<file path="src/rtl/host_descriptor_arbiter.sv">
// Round-robin arbiter sharing the host descriptor FIFO between the HCP and network writers.
// Define HDA_RELEASE_TIMEOUT_EN to add a release timeout on the WAIT states.
module host_descriptor_arbiter #(
  parameter int                 FIFO_AW    = 8,
  parameter logic [FIFO_AW-1:0] AFULL_TH   = 8'd250,
  parameter logic [15:0]        RELEASE_TO = 16'd1024
) (
  input  logic               i_clk,
  input  logic               i_rst_n,
  input  logic [47:0]        iv_tsntag_hcp,
  input  logic [8:0]         iv_bufid_hcp,
  input  logic               i_inverse_map_lookup_flag_hcp,
  input  logic               i_descriptor_wr_hcp,
  output logic               o_descriptor_ack_hcp,
  input  logic [47:0]        iv_tsntag_network,
  input  logic [8:0]         iv_bufid_network,
  input  logic               i_inverse_map_lookup_flag_network,
  input  logic               i_descriptor_wr_network,
  output logic               o_descriptor_ack_network,
  input  logic [FIFO_AW-1:0] iv_fifo_usedw,
  output logic [23:0]        ov_fifo_wdata,
  output logic               o_fifo_wr,
  output logic [15:0]        ov_hcp_cnt,
  output logic [15:0]        ov_network_cnt,
  output logic               o_release_err
);

  typedef enum logic [1:0] {
    IDLE_S     = 2'd0,
    WAIT_HCP_S = 2'd1,
    WAIT_NET_S = 2'd2
  } state_t;

  state_t      r_state;
  state_t      w_state_next;
  logic        r_last_hcp;
  logic        w_grant_hcp;
  logic        w_grant_net;
  logic        w_timeout;
  logic [15:0] r_hcp_cnt;
  logic [15:0] r_network_cnt;
  logic [23:0] w_desc_hcp;
  logic [23:0] w_desc_net;
  logic        w_unused_tag_bits;

  assign w_desc_hcp = {i_inverse_map_lookup_flag_hcp, iv_tsntag_hcp[44:31], iv_bufid_hcp};
  assign w_desc_net = {i_inverse_map_lookup_flag_network, iv_tsntag_network[44:31], iv_bufid_network};

  // Only tag bits 44:31 travel with the descriptor.
  assign w_unused_tag_bits = ^{iv_tsntag_hcp[47:45], iv_tsntag_hcp[30:0],
                               iv_tsntag_network[47:45], iv_tsntag_network[30:0]};

`ifdef HDA_RELEASE_TIMEOUT_EN
  logic [15:0] r_to_cnt;
  logic        r_release_err;
  logic        w_in_wait;

  assign w_in_wait = (r_state == WAIT_HCP_S) || (r_state == WAIT_NET_S);
  assign w_timeout = w_in_wait && (r_to_cnt == RELEASE_TO - 16'd1);

  always_ff @(posedge i_clk or negedge i_rst_n) begin
    if (!i_rst_n) begin
      r_to_cnt      <= 16'd0;
      r_release_err <= 1'b0;
    end else begin
      if (w_in_wait && (w_state_next != IDLE_S)) begin
        r_to_cnt <= r_to_cnt + 16'd1;
      end else begin
        r_to_cnt <= 16'd0;
      end
      if (w_timeout) begin
        r_release_err <= 1'b1;
      end
    end
  end

  assign o_release_err = r_release_err;
`else
  assign w_timeout     = 1'b0;
  assign o_release_err = 1'b0;
`endif

  always_comb begin
    w_state_next = r_state;
    w_grant_hcp  = 1'b0;
    w_grant_net  = 1'b0;
    case (r_state)
      IDLE_S: begin
        if (iv_fifo_usedw < AFULL_TH) begin
          // On a tie the port that did not win last time gets the slot.
          if (i_descriptor_wr_hcp && i_descriptor_wr_network) begin
            if (r_last_hcp) begin
              w_grant_net = 1'b1;
            end else begin
              w_grant_hcp = 1'b1;
            end
          end else if (i_descriptor_wr_hcp) begin
            w_grant_hcp = 1'b1;
          end else if (i_descriptor_wr_network) begin
            w_grant_net = 1'b1;
          end
        end
        if (w_grant_hcp) begin
          w_state_next = WAIT_HCP_S;
        end else if (w_grant_net) begin
          w_state_next = WAIT_NET_S;
        end
      end
      WAIT_HCP_S: begin
        if (!i_descriptor_wr_hcp || w_timeout) begin
          w_state_next = IDLE_S;
        end
      end
      WAIT_NET_S: begin
        if (!i_descriptor_wr_network || w_timeout) begin
          w_state_next = IDLE_S;
        end
      end
      default: begin
        w_state_next = IDLE_S;
      end
    endcase
  end

  always_ff @(posedge i_clk or negedge i_rst_n) begin
    if (!i_rst_n) begin
      r_state                  <= IDLE_S;
      r_last_hcp               <= 1'b0;
      o_descriptor_ack_hcp     <= 1'b0;
      o_descriptor_ack_network <= 1'b0;
      o_fifo_wr                <= 1'b0;
      ov_fifo_wdata            <= 24'd0;
    end else begin
      r_state                  <= w_state_next;
      o_descriptor_ack_hcp     <= w_grant_hcp;
      o_descriptor_ack_network <= w_grant_net;
      o_fifo_wr                <= w_grant_hcp | w_grant_net;
      if (w_grant_hcp) begin
        ov_fifo_wdata <= w_desc_hcp;
        r_last_hcp    <= 1'b1;
      end else if (w_grant_net) begin
        ov_fifo_wdata <= w_desc_net;
        r_last_hcp    <= 1'b0;
      end else begin
        ov_fifo_wdata <= 24'd0;
      end
    end
  end

  // Counters saturate at all-ones rather than wrapping.
  always_ff @(posedge i_clk or negedge i_rst_n) begin
    if (!i_rst_n) begin
      r_hcp_cnt     <= 16'd0;
      r_network_cnt <= 16'd0;
    end else begin
      if (w_grant_hcp && (r_hcp_cnt != 16'hFFFF)) begin
        r_hcp_cnt <= r_hcp_cnt + 16'd1;
      end
      if (w_grant_net && (r_network_cnt != 16'hFFFF)) begin
        r_network_cnt <= r_network_cnt + 16'd1;
      end
    end
  end

  assign ov_hcp_cnt     = r_hcp_cnt;
  assign ov_network_cnt = r_network_cnt;

endmodule

</file>
<file path="config.mk">
export PLATFORM = sky130hd
export DESIGN_NAME = host_descriptor_arbiter
export DESIGN_NICKNAME = d
export VERILOG_FILES = /design/src/rtl/host_descriptor_arbiter.sv
export SDC_FILE = /design/constraint.sdc
export NUM_CORES = 1
export LEC_CHECK = 0
export CAP_MARGIN = 40
export CELL_PAD_IN_SITES_DETAIL_PLACEMENT = 1
export CELL_PAD_IN_SITES_GLOBAL_PLACEMENT = 2
export CORE_MARGIN = 2
export CORE_UTILIZATION = 22
export CTS_BUF_LIST = sky130_fd_sc_hd__clkbuf_8
export CTS_CLUSTER_DIAMETER = 200
export DETAILED_ROUTE_END_ITERATION = 10
export PLACE_DENSITY = 0.95
export SKIP_LAST_GASP = 1
export SLEW_MARGIN = 20
export SYNTH_ARGS = -nofsm -noshare
export SYNTH_HDL_FRONTEND = slang
export SYNTH_SLANG_ARGS = --single-unit
</file>
<file path="constraint.sdc">
create_clock -name i_clk -period 3.1 [get_ports i_clk]
set_clock_uncertainty 0.15 [all_clocks]
set_input_delay 0.62 -clock i_clk [delete_from_list [all_inputs] [get_ports i_clk]]
set_output_delay 0.62 -clock i_clk [all_outputs]
set_load 0.01 [all_outputs]
</file>
==> results.txt <==
Die area -> 12990 um2
RSZ-0062 raised after global routing -> false
Final WS setup -> 661.2 ps
Avg Inst Size Synth -> 11.93 um2
Starting density of the core -> 22.34%
Critical-path cell list -> clkdlybuf4s50_1, o21ai_1, nor2_1, or4_4, inv_2, buf_12, nand4_1, xnor2_1
Vias in the first global route -> 2440
Core Footprint -> 11910 um2
Final Max Tran Viols -> 0
Fin area -> 4218 um2
Crit path max fanout -> 29
Setup TNS -> 0 ps
First-pass GRT wire length -> 12770 um
P per Cell Area -> 670.5 nW/um2
H-tree depth -> 3
Grt total ovfl -> 0
Ys Warns -> 0
Req. time, crit path -> 3170 ps
# rows -> 40
Post-synthesis cell type count -> 35
Port Buffers -> 117
Drc violations -> 0
Syn_nets -> 353
First-pass DRT Iterations -> 4
Static leakage power -> 1.774 nW
Final std cells w/o fill -> 497
Ports -> 188
P&R area growth vs syn -> 58.49%
Placed cell count -> 479
CTS clk-pin slew, worst paths -> 70 ps
Max-Cap Viols -> 0
Outcome -> finished, final reports clean
Period Utilization, post-route -> 78.67%
Vias per inst -> 4.592
Final setup viols -> 0
Clock Tree Root -> clkbuf_8
DP HPWL -> 6031 um
Final-report hold violation count -> 0
Initial antenna violation count -> 1
Ant diodes -> 0
Register area share after synthesis -> 58.30%
Synth Cell Area -> 2661 um2
Clk Latency, worst-skew pair -> 330 ps
Gate Count Post-Synth -> 223
Largest stage delay, worst path -> 580 ps
Final ANT Viol Nets -> 0
Placed inst area -> 4006 um2
Hold Path Class -> reg2reg
Routed vias -> 2282
Layout cells sized above 1 -> 8.000%
Critical Path Slowest Stage Cell -> or4_4
Fmax -> 410.0 MHz
Maximum VDD drop -> 0.0001991 V
CTS sink count -> 62
All-Layer GR Usage -> 12.66%
Nets -> 475
Place WS -> 290.4 ps
Die Ht -> 114.0 um
Post-route core utilization -> 35.41%
GPL Wtd Cong -> 0.7694
CTS max path bufs -> 2
Largest net degree at the start of global routing -> 34
CP Launch Type -> input pin
WP data arrival -> 2500 ps
CTS tree -> yes
Die X -> 114.0 um
Total CTS buffers -> 9
Critical path capture point type -> register
Initial DRC count -> 107
Period minus WS final -> 2439 ps
Routed len/inst -> 16.20 um
Post-synthesis register bit count -> 62
Crit Path Class -> in2reg
Total Wirelength -> 8051 um
[Yosys cell counts, drive strengths merged]
| cell | number | area [um2] |
|---|---|---|
| nor2 | 7 | 26.28 |
| nor4 | 2 | 18.77 |
| buf | 6 | 41.28 |
| conb | 1 | 3.750 |
| or2 | 1 | 6.260 |
| and2 | 1 | 6.260 |
| ha | 2 | 25.02 |
| xnor2 | 26 | 227.7 |
| or3b | 1 | 8.760 |
| clkbuf | 7 | 26.28 |
| mux2 | 2 | 22.52 |
| nor2b | 2 | 12.51 |
| inv | 3 | 11.26 |
| and3 | 9 | 56.30 |
| or3 | 1 | 6.260 |
| a31o | 1 | 8.760 |
| dfrtp | 62 | 1551 |
| nand4 | 17 | 106.4 |
| o21ai | 2 | 10.00 |
| and4 | 6 | 52.55 |
| a22o | 24 | 210.2 |
| nand3 | 17 | 85.08 |
| nor3 | 2 | 10.01 |
| or4 | 1 | 11.26 |
| nand2b | 2 | 12.51 |
| xor2 | 4 | 35.03 |
| nor4b | 2 | 23.77 |
| nand2 | 12 | 45.04 |
[timing repair]
item / 4_1_cts / 5_1_grt
resized for setup: 0 / 0
endpoints found under the hold margin: 0 / 1
hold buffers: 0 / 1
setup buffers: 0 / 0
[kinds of logic after synthesis]
family          after synthesis  share of synthesized area, %
fa+ha+maj                     2                        0.9401
simple gates                 83                         18.34
mux                           2                        0.8462
compound gates               27                         8.603
buf+inv                      16                         2.962
flops                        62                         58.30
xor+xnor                     30                         9.873
other cells                   1                        0.1409
[critical path, delay by kind of cell]
family                 cells  cell delay (ps)
AND/OR/NAND/NOR            3              790
buffers and inverters      3              800
AO/OA/AOI/OAI              1              130
XOR/XNOR                   1              160
[power by group]
group / internal [W] / switching (W)
clock: 0.000360 / 0.000310
combinational: 0.000573 / 0.000446
sequential: 0.00100 / 0.000136
total: 0.00194 / 0.000893
[layout make-up]
class | instances | area [um2]
Timing Repair Buffer | 124 | 1259
Sequential cell | 62 | 1551
Clock buffer | 9 | 123.9
Tap cell | 147 | 183.9
Fill cell | 1319 | 7694
Multi-Input combinational cell | 145 | 1031
Clock inverter | 7 | 57.56
Inverter | 3 | 11.26
[sequential cells by signal, summed over array words and instances (netlist names)]
name and flops:
ov_fifo_wdata 24, ov_hcp_cnt 16, ov_network_cnt 16, r_state 2, o_descriptor_ack_hcp 1, o_descriptor_ack_network 1
o_fifo_wr 1, r_last_hcp 1
[placed cells by master, fill, tap and decap left out, drive strengths merged]
cell type,count
a22o,24
a31o,1
and2,1
and3,9
and4,6
buf,7
bufinv,1
clkbuf,9
clkdlybuf4s50,116
clkinv,4
conb,1
dfrtp,62
dlygate4sd3,1
ha,2
inv,5
mux2,2
nand2,12
nand2b,2
nand3,17
nand4,17
nor2,7
nor2b,2
nor3,2
nor4,2
nor4b,2
o21ai,2
or2,1
or3,1
or3b,1
or4,1
xnor2,26
xor2,4
[per-layer routing]
| metal | wire length (um) | track usage (%) | share of wire [%] |
|---|---|---|---|
| met2 | 3866 | 21.15 | 48 |
| met3 | 658 | 5.101 | 8.2 |
| met4 | 59 | 3.902 | 0.73 |
| met1 | 3455 | 14.93 | 43 |
| met5 | 11 | 0 | 0.14 |
[through the flow]
stage          power [W]  hold WS (ps)
2_1_floorplan   0.001591         174.4
3_3_place_gp    0.002159         337.6
3_5_place_dp    0.002195         347.8
4_1_cts         0.002897         214.2
5_1_grt         0.003025         375.8
6_report        0.002828         350.9
[path summary, 6_finish.rpt]
| kind | endpoint | slack [ps] | startpoint | cells after the start |
|---|---|---|---|---|
| hold / removal | ov_network_cnt[9]$_DFFE_PN0P_ | 350 | ov_network_cnt[9]$_DFFE_PN0P_ | 1 |
| max in group asynchronous | ov_fifo_wdata[21]$_DFF_PN0_ | 1730 | i_rst_n | 4 |
| hold reg to reg | ov_network_cnt[9]$_DFFE_PN0P_ | 350 | ov_network_cnt[9]$_DFFE_PN0P_ | 1 |
| setup / recovery | ov_network_cnt[11]$_DFFE_PN0P_ | 660 | iv_fifo_usedw[2] | 8 |
| setup reg to reg | ov_network_cnt[1]$_DFFE_PN0P_ | 730 | ov_network_cnt[0]$_DFFE_PN0P_ | 6 |
| min in group asynchronous | ov_network_cnt[9]$_DFFE_PN0P_ | 460 | i_rst_n | 2 |
Note: power is estimated with default switching activity, not from simulation.
